`src/rtl/pipe_pkg.sv`:
```
// Shared pipeline definitions: EX_MEM bundle layout, MemToReg encodings,
// MEM-stage FSM states and the forwarding-value helper.
package pipe_pkg;

  localparam int EXMEM_W   = 139;
  localparam int WDATA_LSB = 0;
  localparam int ALU_LSB   = 32;
  localparam int WREG_LSB  = 64;
  localparam int MEMRD_BIT = 69;
  localparam int MEMWR_BIT = 70;
  localparam int REGWR_BIT = 71;
  localparam int M2R_LSB   = 72;
  localparam int PC4_LSB   = 74;
  localparam int LUD_LSB   = 106;
  localparam int LUOP_BIT  = 138;

  localparam logic [1:0] M2R_ALU = 2'b00;
  localparam logic [1:0] M2R_MEM = 2'b01;
  localparam logic [1:0] M2R_PC4 = 2'b10;

  typedef enum logic {
    ST_IDLE = 1'b0,
    ST_WAIT = 1'b1
  } mem_state_e;

  // Non-memory result of an instruction: upper-immediate, link address or ALU.
  function automatic logic [31:0] fwd_value(input logic [EXMEM_W-1:0] b);
    logic [31:0] v;
    if (b[LUOP_BIT])
      v = b[LUD_LSB +: 32];
    else if (b[M2R_LSB +: 2] == M2R_PC4)
      v = b[PC4_LSB +: 32];
    else
      v = b[ALU_LSB +: 32];
    return v;
  endfunction

endpackage

```
`src/rtl/mem_wait_ctrl.sv`:
```
// Memory access sequencer: issues the request, counts wait cycles and
// aborts an access that never sees ready within TIMEOUT_CYCLES.
module mem_wait_ctrl
  import pipe_pkg::*;
#(
  parameter int TIMEOUT_CYCLES = 16,
  parameter int CNT_W          = 5
) (
  input  logic clk,
  input  logic reset,
  input  logic acc,
  input  logic mis,
  input  logic ready,
  output logic req,
  output logic stall,
  output logic abort,
  output logic done
);

  mem_state_e       state_q, state_d;
  logic [CNT_W-1:0] cnt_q, cnt_d;
  logic             timed_out;

  // Handshake outputs; reset gates req so it drops even while EX_MEM still holds an access.
  always_comb begin
    timed_out = (state_q == ST_WAIT) && (cnt_q == CNT_W'(TIMEOUT_CYCLES));
    req       = ~reset & ((state_q == ST_WAIT) | (acc & ~mis));
    stall     = req & ~ready & ~timed_out;
    abort     = req & ~ready & timed_out;
    if (state_q == ST_WAIT)
      done = ~reset & ready;
    else
      done = ~reset & ~stall & ~mis;
  end

  // Next-state and wait-counter logic.
  always_comb begin
    state_d = state_q;
    cnt_d   = cnt_q;
    case (state_q)
      ST_IDLE: begin
        if (req && !ready) begin
          state_d = ST_WAIT;
          cnt_d   = CNT_W'(1);
        end
      end
      ST_WAIT: begin
        if (ready || timed_out) begin
          state_d = ST_IDLE;
          cnt_d   = '0;
        end else begin
          cnt_d = cnt_q + CNT_W'(1);
        end
      end
      default: begin
        state_d = ST_IDLE;
        cnt_d   = '0;
      end
    endcase
  end

  // State and counter registers.
  always_ff @(posedge clk or posedge reset) begin
    if (reset) begin
      state_q <= ST_IDLE;
      cnt_q   <= '0;
    end else begin
      state_q <= state_d;
      cnt_q   <= cnt_d;
    end
  end

endmodule

```
`src/rtl/mem_stage.sv`:
```
// Pipeline MEM stage: data-memory access, upstream stall, forwarding taps
// and the MEM_WB register.
module mem_stage
  import pipe_pkg::*;
#(
  parameter int TIMEOUT_CYCLES = 16,
  parameter int CNT_W          = 5
) (
  input  logic                clk,
  input  logic                reset,
  input  logic [EXMEM_W-1:0]  EX_MEM,
  output logic                dmem_req,
  output logic                dmem_we,
  output logic [31:0]         dmem_addr,
  output logic [31:0]         dmem_wdata,
  input  logic [31:0]         dmem_rdata,
  input  logic                dmem_ready,
  output logic                mem_stall,
  output logic                mem_err,
  output logic [4:0]          EX_MEM_Rd,
  output logic                EX_MEM_RegWrite,
  output logic [31:0]         EX_MEM_RdData,
  output logic [4:0]          MEM_WB_Rd,
  output logic                MEM_WB_RegWrite,
  output logic [31:0]         MEM_WB_RdData
);

  logic        acc, mis;
  logic        abort, done;
  logic [31:0] fwd;
  logic [4:0]  wb_rd_q, wb_rd_d;
  logic        wb_we_q, wb_we_d;
  logic [31:0] wb_data_q, wb_data_d;
  logic        err_q, err_d;

  mem_wait_ctrl #(
    .TIMEOUT_CYCLES(TIMEOUT_CYCLES),
    .CNT_W         (CNT_W)
  ) u_ctrl (
    .clk  (clk),
    .reset(reset),
    .acc  (acc),
    .mis  (mis),
    .ready(dmem_ready),
    .req  (dmem_req),
    .stall(mem_stall),
    .abort(abort),
    .done (done)
  );

  // Decode the bundle, drive the memory port and the forwarding taps.
  always_comb begin
    acc             = EX_MEM[MEMRD_BIT] | EX_MEM[MEMWR_BIT];
    mis             = acc & (EX_MEM[ALU_LSB +: 2] != 2'b00);
    fwd             = fwd_value(EX_MEM);
    dmem_we         = EX_MEM[MEMWR_BIT];
    dmem_addr       = EX_MEM[ALU_LSB +: 32];
    dmem_wdata      = EX_MEM[WDATA_LSB +: 32];
    EX_MEM_Rd       = EX_MEM[WREG_LSB +: 5];
    EX_MEM_RegWrite = EX_MEM[REGWR_BIT];
    EX_MEM_RdData   = fwd;
  end

  // MEM_WB loads the result on completion, otherwise a bubble; errors come from
  // a misaligned access (never requested) or a timeout abort.
  always_comb begin
    wb_rd_d   = '0;
    wb_we_d   = 1'b0;
    wb_data_d = '0;
    if (done) begin
      wb_rd_d   = EX_MEM[WREG_LSB +: 5];
      wb_we_d   = EX_MEM[REGWR_BIT];
      wb_data_d = (EX_MEM[M2R_LSB +: 2] == M2R_MEM) ? dmem_rdata : fwd;
    end
    err_d = abort | (mis & ~dmem_req & ~reset);
  end

  // MEM_WB and error-pulse registers.
  always_ff @(posedge clk or posedge reset) begin
    if (reset) begin
      wb_rd_q   <= '0;
      wb_we_q   <= 1'b0;
      wb_data_q <= '0;
      err_q     <= 1'b0;
    end else begin
      wb_rd_q   <= wb_rd_d;
      wb_we_q   <= wb_we_d;
      wb_data_q <= wb_data_d;
      err_q     <= err_d;
    end
  end

  assign MEM_WB_Rd       = wb_rd_q;
  assign MEM_WB_RegWrite = wb_we_q;
  assign MEM_WB_RdData   = wb_data_q;
  assign mem_err         = err_q;

endmodule

```
`config.mk`:
```
export PLATFORM = sky130hd
export DESIGN_NAME = mem_stage
export DESIGN_NICKNAME = d
export VERILOG_FILES = /design/src/rtl/pipe_pkg.sv /design/src/rtl/mem_wait_ctrl.sv /design/src/rtl/mem_stage.sv
export SDC_FILE = /design/constraint.sdc
export NUM_CORES = 1
export LEC_CHECK = 0
export CAP_MARGIN = 10
export CORE_ASPECT_RATIO = 0.5
export CORE_MARGIN = 3
export CORE_UTILIZATION = 30
export DETAILED_ROUTE_END_ITERATION = 12
export GPL_ROUTABILITY_DRIVEN = 0
export PLACE_DENSITY = 0.8
export SYNTH_ARGS = -nofsm -noshare
export SYNTH_HDL_FRONTEND = slang
export SYNTH_HIERARCHICAL = 1
export SYNTH_SLANG_ARGS = --single-unit
```
`constraint.sdc`:
```
create_clock -name clk -period 2.4 [get_ports clk]
set_input_delay 0.48 -clock clk [delete_from_list [all_inputs] [get_ports clk]]
set_output_delay 0.48 -clock clk [all_outputs]
set_load 0.02 [all_outputs]
```
After elaboration in Yosys (flattened, before gate mapping)
Index checks and enable logic that the tools add are counted.
{ "op_classes": {"n_addsub": 1, "n_eq_ne": 4, "n_mux": 13, "n_bitwise": 21, "reduce_logical": 5} }
{ "ops": {"columns": ["op", "n"], "rows": [
  ["$mux 32", 4],
  ["$mux 5", 3],
  ["$and 1x1->1", 11],
  ["$pmux 5 s2", 1],
  ["$not 1->1", 7],
  ["$add 5x1->5 const B", 1],
  ["$eq 5x5->1 const B", 1],
  ["$mux 1", 4],
  ["$or 1x1->1", 3],
  ["$eq 2x1->1 const B", 1],
  ["$eq 2x2->1 const B", 1],
  ["$logic_and 1x1->1", 2],
  ["$ne 2x1->1 const B", 1],
  ["$pmux 1 s2", 1],
  ["$reduce_bool 2->1", 1],
  ["$logic_not 1->1", 1],
  ["$logic_or 1x1->1", 1]
]} }
{ "word_totals": {"ff_bits": 45, "in_bits": 174, "output_inout_bits": 144, "elab_cells": 50} }

Logic depth before layout (Yosys ltp)
Gate-level depths: netlist (run 1).
{ "depth": {"word_depth": 13, "ltp_mapped": 9} }

Hierarchy
The synthesis (run 1) kept the hierarchy.
{ "modules_own_cells": {"columns": ["module", "instances", "cells_each", "area_each_um2"], "rows": [
  ["mem_stage", 1, 309, 3006.6],
  ["mem_wait_ctrl", 1, 41, 392.9]
]} }

Worst setup path after synthesis (run 1)
Ideal clock, no wire load.
{ "synth_path": {"kind": "input-to-output", "startpoint": "input EX_MEM[70]", "endpoint": "output mem_stall", "t_arrival_ps": 1545, "required_time_ps": 1920, "slack_ps": 375, "stages": 5, "cell_sequence": "or2_1 > o21a_1 > nor2b_1 > o21ai_0 > a21oi_1"} }
{ "synth_via": {"elab_chain_len": 8} }
{ "synth_rtl": {"columns": ["element", "line", "text"], "rows": [
  ["from (decl)", "mem_stage.sv:11", "input logic [EXMEM_W-1:0] EX_MEM,"],
  ["$or 1x1->1", "mem_stage.sv:53", "acc = EX_MEM[MEMRD_BIT] | EX_MEM[MEMWR_BIT];"],
  ["$and 1x1->1", "mem_stage.sv:54", "mis = acc & (EX_MEM[ALU_LSB +: 2] != 2'b00);"],
  ["via mis", "mem_stage.sv:28", "logic acc, mis;"],
  ["$not 1->1", "mem_wait_ctrl.sv:27", "req = ~reset & ((state_q == ST_WAIT) | (acc & ~mis));"],
  ["$and 1x1->1", "mem_wait_ctrl.sv:27", null],
  ["$or 1x1->1", "mem_wait_ctrl.sv:27", null],
  ["$and 1x1->1", "mem_wait_ctrl.sv:27", null],
  ["$and 1x1->1 (2 in series)", "mem_wait_ctrl.sv:28", "stall = req & ~ready & ~timed_out;"],
  ["to (decl)", "mem_stage.sv:18", "output logic mem_stall,"]
]} }
The timed path passes the listed nets, and every way through them passes these cells.

Worst setup path in the final report (run 1)
{ "layout_path": {"startpoint": "input EX_MEM[70]", "endpoint": "register wb_data_q[11], in the netlist MEM_WB_RdData[11]"} }
{ "layout_via": {"elab_chain_len": 13} }
{ "layout_rtl": {"columns": ["element", "line", "text"], "rows": [
  ["$or 1x1->1 *", "mem_stage.sv:53", null],
  ["via acc", "mem_stage.sv:28", null],
  ["$and 1x1->1 *", "mem_stage.sv:54", null],
  ["via mis", "mem_stage.sv:28", null],
  ["$not 1->1 *", "mem_wait_ctrl.sv:27, mem_wait_ctrl.sv:33", null],
  ["$and 1x1->1", "mem_wait_ctrl.sv:27", null],
  ["$or 1x1->1", "mem_wait_ctrl.sv:27", null],
  ["$and 1x1->1", "mem_wait_ctrl.sv:27", null],
  ["$and 1x1->1 (2 in series)", "mem_wait_ctrl.sv:28", null],
  ["$not 1->1", "mem_wait_ctrl.sv:33", "done = ~reset & ~stall & ~mis;"],
  ["$and 1x1->1", "mem_wait_ctrl.sv:33", null],
  ["$and 1x1->1 *", "mem_wait_ctrl.sv:33", null],
  ["$mux 1 *", "mem_wait_ctrl.sv:30", "if (state_q == ST_WAIT)"],
  ["via done", "mem_stage.sv:29", "logic abort, done;"],
  ["$mux 32 *", "mem_stage.sv:70", "if (done) begin"],
  ["via wb_data_d[11]", "mem_stage.sv:33", "logic [31:0] wb_data_q, wb_data_d;"],
  ["to (signal assigned)", "mem_stage.sv:88", "wb_data_q <= wb_data_d;"],
  ["to (decl)", "mem_stage.sv:33", null]
]} }
The timed path passes the listed nets; every way through them passes the cells marked *.
A chain may end at the register's enable or synchronous reset.

==> flow_metrics.tcl, run 1 <==
set metrics [dict create \
    finalSetupViolCount 0 \
    finalCritPeriodShare_pct 97.0 \
    synth_top_area_share_pct 33.1 \
    end_kind "flop" \
    critPathLaunchType "primary input" \
    route.detailed.drc 0 \
    first_pass_iters 4 \
    relSlewSlack_pct 71.2 \
    dpl-instance-area_mm2 0.00586 \
    crit_arrival_ns 2.48 \
    synth_area_mm2 0.00340 \
    hpwl_mm 10.5 \
    cts_buffers 5 \
    path_delay_family "buffers and inverters" \
    slowest_stage "clkdlybuf4s50_1" \
    wl_per_cell_um 19.0 \
    start_util_pct 32.1 \
    drt_iter0_markers 145 \
    syn_inst 350 \
    synth-simple-area-share_pct 5.45 \
    overflow 0 \
    die_y_um 81.3 \
    drv_slew 0 \
    synth_fp_nets 526 \
    die_w_um 157 \
    synth_top_family_by_area "buffers and inverters" \
    worstMarginPinSlew_ns 0.432 \
    clk_latency_ns 0.29 \
    io_pins 318 \
    cts_tree "yes" \
    setup_tns_ns 0 \
    path_class "primary input to flop" \
    io_buffers 253 \
    synth_compound_area_share_pct 16.2 \
    synthDistinctLibCells 34 \
    cts_buffer_depth 2 \
    holdWs_ns 0.493 \
    final_area_mm2 0.00621 \
    finalHoldViolCount 0 \
    grt_pass1_wl_mm 19.6 \
    fin_crit_ns 2.33 \
    dp_slack_ns -0.490 \
    track_usage_pct 20.0 \
    worst_slack_ns 0.0729 \
    final_layout_size_suffix_gt1_share_pct 22.9 \
    synth_area_leaders "dfrtp_1 33%, mux2i_1 19%, buf_4 17%" \
    worst-path-buf-inv 4 \
    critPathMostFrequentCell "buf_4" \
    antenna_found_initial 0 \
    final_core_util_pct 58.5 \
    muxShareOfSynthArea_pct 18.8 \
    critPathMaxStageDelay_ns 0.47 \
    fp.coreArea_mm2 0.0106 \
    synth_xor_area_share_pct 0.258 \
    synth-seq-cells 45 \
    cap_viol_max_count 0 \
    status "finished clean" \
    antenna_cells 0 \
    cts.sinks 45 \
    yosys.area.top_type "dfrtp_1" \
    vdd_ir_drop_max_mv 0.270 \
    ys_seq_area_share_pct 33.1 \
    clk_pin_slew_worst_paths_ns 0.07 \
    holdCritPathClass "flop to flop" \
    grt_pass1_vias 3649 \
    cp.required_ns 2.55 \
    p_leak_nw 2.77 \
    clock-root-buffer "clkbuf_16" \
    critPathMaxFanout 13 \
    area_delta_synth_final_pct 82.6 \
    die_area_mm2 0.0127 \
    postRouteAntennaNets 0 \
    rows 26 \
    worstPathCellList "clkdlybuf4s50_1 -> or2_1 -> o21a_1 -> buf_4 -> inv_1 -> o221a_2 -> and3b_1 -> buf_4 -> a32oi_1 -> o21ai_1" \
    fmax_mhz 430 \
    syn_area_per_cell_um2 9.71 \
    vias 3437 \
    h-tree-depth 2 \
    fin_nets 758 \
    synth_fa_ha_area_share_pct 0.736 \
    ys_warn_count 6 \
    grt_start_max_net_pins 33 \
    fin_worst_skew_ns 0.00746 \
    pwr_density_cell_mw_per_mm2 432 \
    routed_wl_mm 13.7 \
    via_per_inst 4.76 \
]
-- cell families (layout without fill, tap and decap cells) --
family          count (synthesis)  after routing
compound gates                 80             80
xor+xnor                        1              1
fa+ha+maj                       2              2
buf+inv                       132            363
flops                          45             45
mux                            64             64
simple gates                   26             27
-- placed cells by master (no fill, tap or decap), drive strengths merged, types with 2 or more instances in the layout --
| cell | Yosys | routed |
|---|---|---|
| inv | 37 | 37 |
| nand2b | 2 | 2 |
| a21oi | 4 | 4 |
| nor2b | 2 | 2 |
| a31oi | 2 | 2 |
| clkbuf | 4 | 7 |
| and2 | 7 | 8 |
| buf | 91 | 93 |
| o21ai | 34 | 34 |
| dfrtp | 45 | 45 |
| ha | 2 | 2 |
| nor2 | 5 | 5 |
| mux2i | 64 | 64 |
| nand3 | 2 | 2 |
| clkdlybuf4s50 | 0 | 216 |
| nand2 | 2 | 2 |
| dlygate4sd2 | 0 | 9 |
| a32oi | 32 | 32 |
| a21o | 3 | 3 |
-- metrics by stage --
step	power, mW	cells
2_1_floorplan	1.43	350
3_3_place_gp	1.93	703
3_5_place_dp	1.95	703
4_1_cts	2.69	721
5_1_grt	2.80	722
6_report	2.68	722
-- cell usage after synthesis --
| master | instances |
|---|---|
| a21o_1 | 3 |
| a21oi_1 | 4 |
| a22o_1 | 1 |
| a31oi_1 | 2 |
| a32oi_1 | 32 |
| a41oi_1 | 1 |
| and2_1 | 6 |
| and2_4 | 1 |
| and3_2 | 1 |
| and3b_1 | 1 |
| buf_2 | 7 |
| buf_4 | 75 |
| buf_6 | 6 |
| buf_8 | 3 |
| clkbuf_1 | 4 |
| dfrtp_1 | 45 |
| ha_1 | 2 |
| inv_1 | 37 |
| mux2i_1 | 64 |
| nand2_1 | 2 |
| nand2b_1 | 2 |
| nand3_1 | 2 |
| nand3b_2 | 1 |
| nor2_1 | 5 |
| nor2b_1 | 2 |
| nor3b_4 | 1 |
| nor4bb_4 | 1 |
| o21a_1 | 1 |
| o21ai_0 | 1 |
| o21ai_1 | 33 |
| o21bai_1 | 1 |
| o221a_2 | 1 |
| or2_1 | 1 |
| xnor2_1 | 1 |
-- metal layers --
metal	global-route usage [%]	wire length [um]	share of wire, %	vias to the layer above
li1	-	-	-	1627
met1	22.1	5370	39	1680
met2	38.2	7320	53	110
met3	5.91	863	6.3	20
met4	5.33	178	1.3	0
met5	0	0	0	-
-- layout make-up --
class / instances / area (um2)
Fill cell: 918 / 4400
Timing Repair Buffer: 319 / 2990
Multi-Input combinational cell: 174 / 1630
Sequential cell: 45 / 1130
Tap cell: 140 / 175
Clock buffer: 7 / 143
Inverter: 37 / 139
-- where the power goes --
| group | total (mW) | switching [mW] | leakage (nW) | internal (mW) |
|---|---|---|---|---|
| Combinational | 1.12 | 0.507 | 2.09 | 0.614 |
| Sequential | 0.858 | 0.0407 | 0.612 | 0.818 |
| Clock | 0.700 | 0.290 | 0.0700 | 0.410 |
| Total | 2.68 | 0.837 | 2.77 | 1.84 |
-- worst register-to-register path: stages, from the launching register on --
cell and delay (ns):
dfrtp_1 0.54, nor2_1 0.11, o221a_2 0.36, and3b_1 0.24, buf_4 0.20, a32oi_1 0.17, o21ai_1 0.13
-- what timing repair did --
| action | CTS | global route |
|---|---|---|
| gates resized for setup | 161 | 2 |
| hold buffers | 0 | 0 |
| gates cloned | 1 | 1 |
| setup buffers | 10 | 0 |
| setup endpoints to repair | 34 | 5 |
-- flip-flops by register name, summed over array words and instances, names as in the netlist --
signal / cells
MEM_WB_RegWrite: 1
mem_err: 1
MEM_WB_RdData: 32
MEM_WB_Rd: 5
u_ctrl/cnt_q: 5
u_ctrl/state_q: 1
-- worst paths after layout --
kind / from / to / slack [ns] / cells after the start
max: EX_MEM[70] / MEM_WB_RdData[11]$_DFF_PP0_ / 0.07 / 10
min: u_ctrl/cnt_q[4]$_DFFE_PP0P_ / u_ctrl/cnt_q[4]$_DFFE_PP0P_ / 0.49 / 1
max reg2reg: u_ctrl/state_q$_DFF_PP0_ / MEM_WB_RdData[11]$_DFF_PP0_ / 0.52 / 6
min reg2reg: u_ctrl/cnt_q[4]$_DFFE_PP0P_ / u_ctrl/cnt_q[4]$_DFFE_PP0P_ / 0.49 / 1
max in group asynchronous: reset / MEM_WB_RdData[29]$_DFF_PP0_ / 1.24 / 4
min in group asynchronous: reset / u_ctrl/cnt_q[2]$_DFFE_PP0P_ / 0.65 / 4
Note: power is estimated with default switching activity, not from simulation.
==> run 2: changes to the inputs <==
CTS_CLUSTER_DIAMETER = 100   (was unset)
PLACE_DENSITY = unset   (was 0.8)
PLACE_DENSITY_LB_ADDON = 0.05   (was unset)
TNS_END_PERCENT = 50   (was unset)
==> run 2 against run 1 <==
  * Clock skew shrank 0.0045 ns
  * Largest power group unchanged
  * Via count shrank 1.6%
  * Non-clock buffer count grew 3
  * Critical endpoint is now mem_stall
  * Design area grew 2.7%
  * Sequential power is essentially flat
  * Die area is the same
  * Combinational power is essentially flat
  * Wire length shrank 2.2%
==> flow_metrics.tcl, run 2 (synthesis results as in run 1) <==
set metrics [dict create \
    finalHoldViolCount 0 \
    clk_pin_slew_worst_paths_ns 0.06 \
    cp.required_ns 1.92 \
    fmax_mhz 435 \
    status "finished clean" \
    cap_viol_max_count 0 \
    final_core_util_pct 60.1 \
    vdd_ir_drop_max_mv 0.261 \
    p_leak_nw 2.81 \
    final_layout_size_suffix_gt1_share_pct 26.2 \
    nFillCells 957 \
    critPathMaxFanout 3 \
    track_usage_pct 19.9 \
    cts_buffers 5 \
    worst_slack_ns 0.103 \
    worst-path-buf-inv 3 \
    vias 3381 \
    path_delay_family "buffers and inverters" \
    drt_iter0_markers 88 \
    critPathMaxStageDelay_ns 0.42 \
    via_per_inst 4.66 \
    crit_arrival_ns 1.82 \
    worstPathCellList "clkdlybuf4s50_1 -> or2_1 -> buf_4 -> nor2b_2 -> o21ai_1 -> a21oi_1 -> buf_4" \
    fin_worst_skew_ns 0.00299 \
    die_y_um 81.3 \
    hpwl_mm 10.4 \
    holdWs_ns 0.505 \
    rsz0062_at_grt "true" \
    postRouteAntennaNets 0 \
    final_cell_mix "216 x clkdlybuf4s50_1, 62 x buf_4, 45 x dfrtp_1" \
    first_pass_iters 4 \
    setup_tns_ns 0 \
    route.detailed.drc 0 \
    io_pins 318 \
    area_delta_synth_final_pct 87.5 \
    path_class "primary input to primary output" \
    rows 26 \
    largest_register_ffs 32 \
    dp_slack_ns -0.402 \
    drv_slew 0 \
    die_w_um 157 \
    h-tree-depth 2 \
    antenna_found_initial 0 \
    io_buffers 253 \
    fp.coreArea_mm2 0.0106 \
    finalSetupViolCount 0 \
    grt_start_max_net_pins 34 \
    pwr_density_cell_mw_per_mm2 442 \
    reg2reg_depth 6 \
    holdCritPathClass "flop to flop" \
    fin_nets 760 \
    routed_wl_mm 13.4 \
    start_util_pct 32.1 \
    cts.sinks 45 \
    grt_pass1_wl_mm 19.6 \
    clk_latency_ns 0.29 \
    cts_buffer_depth 2 \
    ctsHoldBuffers 0 \
    antenna_cells 0 \
    overflow 0 \
    relSlewSlack_pct 73.3 \
    cts_tree "yes" \
    layout_commonest_cell "clkdlybuf4s50_1" \
    grt_pass1_vias 3377 \
    min_path_cells 1 \
    wl_per_cell_um 18.5 \
    power_mw 2.82 \
    slowest_stage "clkdlybuf4s50_1" \
    critPathMostFrequentCell "buf_4" \
    end_kind "primary output" \
    worstMarginPinSlew_ns 0.400 \
    die_area_mm2 0.0127 \
    fin_crit_ns 2.30 \
    critPathLaunchType "primary input" \
    finalCritPeriodShare_pct 95.7 \
    cp.depth 7 \
    clock-root-buffer "clkbuf_16" \
]
[run 2: worst paths after layout]
path | slack [ns] | to | startpoint
worst max-delay path | 0.10 | mem_stall | EX_MEM[70]
worst min-delay path | 0.51 | u_ctrl/cnt_q[4]$_DFFE_PP0P_ | u_ctrl/cnt_q[4]$_DFFE_PP0P_
worst min register to register | 0.51 | u_ctrl/cnt_q[4]$_DFFE_PP0P_ | u_ctrl/cnt_q[4]$_DFFE_PP0P_
max in group asynchronous | 1.40 | MEM_WB_RdData[16]$_DFF_PP0_ | reset
min in group asynchronous | 0.57 | MEM_WB_RdData[2]$_DFF_PP0_ | reset
worst max register to register | 0.66 | MEM_WB_RdData[1]$_DFF_PP0_ | u_ctrl/state_q$_DFF_PP0_
[run 2: power by group]
part	switching [mW]	total, mW	internal, mW
clock network	0.296	0.816	0.520
logic	0.502	1.14	0.640
registers	0.0404	0.858	0.817
total	0.838	2.82	1.98
[run 2: cell type report]
type	instances	area, um2	share of cell area, %
clock inverter	2	37.5	0.589
tap	140	175	2.75
timing repair buffer	322	3070	48.2
sequential	45	1130	17.7
inverter	37	139	2.18
multi-input combinational	173	1690	26.5
clock buffer	6	139	2.18
[run 2: what timing repair did]
item,CTS,global route
buffers inserted,8,0
endpoints found under the hold margin,0,0
gates resized for setup,189,3
endpoints found under the setup margin,34,2
cloned,3,0
[run 2: metal layers]
layer | vias up | wire length, um | global-route usage [%]
li1 | 1634 | - | -
met1 | 1603 | 5170 | 23.2
met2 | 138 | 7080 | 36.6
met3 | 6 | 1100 | 6.60
met4 | 0 | 74 | 3.14
met5 | - | 0 | 0
[run 2: per-stage QoR]
step,cell area [um2],cells
floorplan,3400,350
global placement,5890,706
detailed placement,5890,706
CTS,6380,725
global route,6370,725
finish,6370,725
==> run 3: changes to the inputs <==
ABC_CLOCK_PERIOD_IN_PS = 2400   (was unset)
SETUP_SLACK_MARGIN = 0.05   (was unset)
==> run 3 against run 2 <==
  * Sequential power about the same
  * Sequential share of layout area about the same
  * Critical path depth did not move
  * Global-route usage is the same
  * Cell count stayed put
  * Die area unchanged
  * Clock-buffer cell count unchanged
  * Wire length rose by 0.11%
  * Clock skew hardly changed
  * Register-to-register slack got worse by 0.03 ns
  * Non-clock buffer count stayed put
  * Via count barely moved
  * Critical endpoint is now dmem_req
  * Highest routed layer unchanged
==> flow_metrics.tcl, run 3 (synthesis results as in run 1) <==
set metrics [dict create \
    status "finished clean" \
    io_pins 318 \
    grt_pass1_wl_mm 19.6 \
    r2r_slack_ns 0.63 \
    largest_register_ffs 32 \
    postRouteAntennaNets 0 \
    r2r_start "u_ctrl/state_q$_DFF_PP0_" \
    route.detailed.drc 0 \
    antenna_cells 0 \
    whs_endpoint "u_ctrl/cnt_q[4]$_DFFE_PP0P_" \
    clk_pin_slew_worst_paths_ns 0.06 \
    die_area_mm2 0.0127 \
    cp.required_ns 1.92 \
    first_pass_iters 4 \
    area_delta_synth_final_pct 87.8 \
    finalSetupViolCount 0 \
    relSlewSlack_pct 73.3 \
    crit_arrival_ns 1.82 \
    r2r-end "MEM_WB_RdData[1]$_DFF_PP0_" \
    fin_nets 760 \
    cts.sinks 45 \
    power_mw 2.82 \
    min_path_cells 1 \
    holdCritPathClass "flop to flop" \
    p_leak_nw 2.81 \
    rows 26 \
    clk_latency_ns 0.29 \
    pwr_density_cell_mw_per_mm2 441 \
    fmax_mhz 434 \
    clock-root-buffer "clkbuf_16" \
    drv_slew 0 \
    routed_wl_mm 13.4 \
    hp-start "u_ctrl/cnt_q[4]$_DFFE_PP0P_" \
    cts_buffer_depth 2 \
    layout_commonest_cell "clkdlybuf4s50_1" \
    wl_per_cell_um 18.5 \
    hpwl_mm 10.4 \
    critPathLaunchType "primary input" \
    fin_worst_skew_ns 0.00305 \
    critPathMaxFanout 3 \
    grt_start_max_net_pins 34 \
    end_kind "primary output" \
    cap_viol_max_count 0 \
    h-tree-depth 2 \
    io_buffers 253 \
    final_layout_size_suffix_gt1_share_pct 26.5 \
    slowest_stage "clkdlybuf4s50_1" \
    via_per_inst 4.66 \
    track_usage_pct 19.9 \
    rsz0062_at_grt "true" \
    fp.coreArea_mm2 0.0106 \
    overflow 0 \
    die_y_um 81.3 \
    finalHoldViolCount 0 \
    critPathMostFrequentCell "nor2_1" \
    critPathMaxStageDelay_ns 0.42 \
    worstMarginPinSlew_ns 0.400 \
    fin_crit_ns 2.30 \
    finalCritPeriodShare_pct 96.0 \
    worstPathCellList "clkdlybuf4s50_1 -> or2_1 -> o21a_1 -> nor2b_2 -> nor2_1 -> nor2_1 -> buf_4" \
    start_util_pct 32.1 \
    die_w_um 157 \
    cts_tree "yes" \
    vias 3382 \
    grt_pass1_vias 3377 \
    final_core_util_pct 60.2 \
    final_cell_mix "216 x clkdlybuf4s50_1, 63 x buf_4, 45 x dfrtp_1" \
    cts_buffers 5 \
    antenna_found_initial 0 \
    vdd_ir_drop_max_mv 0.261 \
    drt_iter0_markers 91 \
    path_class "primary input to primary output" \
    reg2reg_depth 6 \
]
[run 3: cell types whose count changed in the layout (fill, tap and decap cells not counted), sizes merged]
cell,delta
buf,+1
clkbuf,-1
[run 3: layout make-up]
cell class | instances | area [um2]
repair buffers | 322 | 3070
multi-input cells | 173 | 1700
fillers | 957 | 4220
inverters | 37 | 139
clock inverters | 2 | 37.5
well taps | 140 | 175
clock buffers | 6 | 139
flip-flops and latches | 45 | 1130
[run 3: worst max path at each step]
stage                             end  slack [ns]  cells past startpoint       start
finish                       dmem_req         0.1                      7  EX_MEM[70]
global route                 dmem_req      -0.007                      7  EX_MEM[70]
CTS                          dmem_req        0.02                      7  EX_MEM[70]
detailed placement          mem_stall       -0.40                      7  EX_MEM[70]
global placement    EX_MEM_RdData[28]       -0.40                      6  EX_MEM[73]
floorplan                   mem_stall        0.38                      5  EX_MEM[70]
[run 3: where the power goes]
part / internal (mW) / total (mW) / switching (mW)
clock network: 0.520 / 0.816 / 0.296
logic: 0.641 / 1.14 / 0.502
registers: 0.817 / 0.859 / 0.0412
[run 3: critical path, delay by kind of cell]
| family | cells | cell delay [ns] |
|---|---|---|
| AOI/OAI and AO/OA | 1 | 0.13 |
| buffers and inverters | 2 | 0.59 |
| and+or+nand+nor | 4 | 0.63 |
[run 3: metal layers]
layer  up-vias  track usage [%]  routed length [um]
met5         -                0                   0
met4         0             3.14                  74
met3         6             6.60                1100
met2       136             36.6                7100
met1      1606             23.2                5170
li1       1634                -                   -
[run 3: repair_timing]
item                                    CTS  global route
gates resized for setup                 191             5
hold buffers                              0             0
setup buffers                             8             0
cloned                                    3             0
endpoints found under the setup margin   34             3
[run 3: through the flow]
stage	hold WS [ns]	cells	area, um2	setup WS, ns	setup TNS, ns
after floorplan	0.279	350	3400	0.375	0
after global placement	0.479	706	5890	-0.401	-15.06
after detailed placement	0.498	706	5890	-0.402	-15.33
after CTS	0.510	725	6380	0.0167	0
after global routing	0.529	725	6380	-0.00701	-0.00701
final	0.505	725	6380	0.0959	0
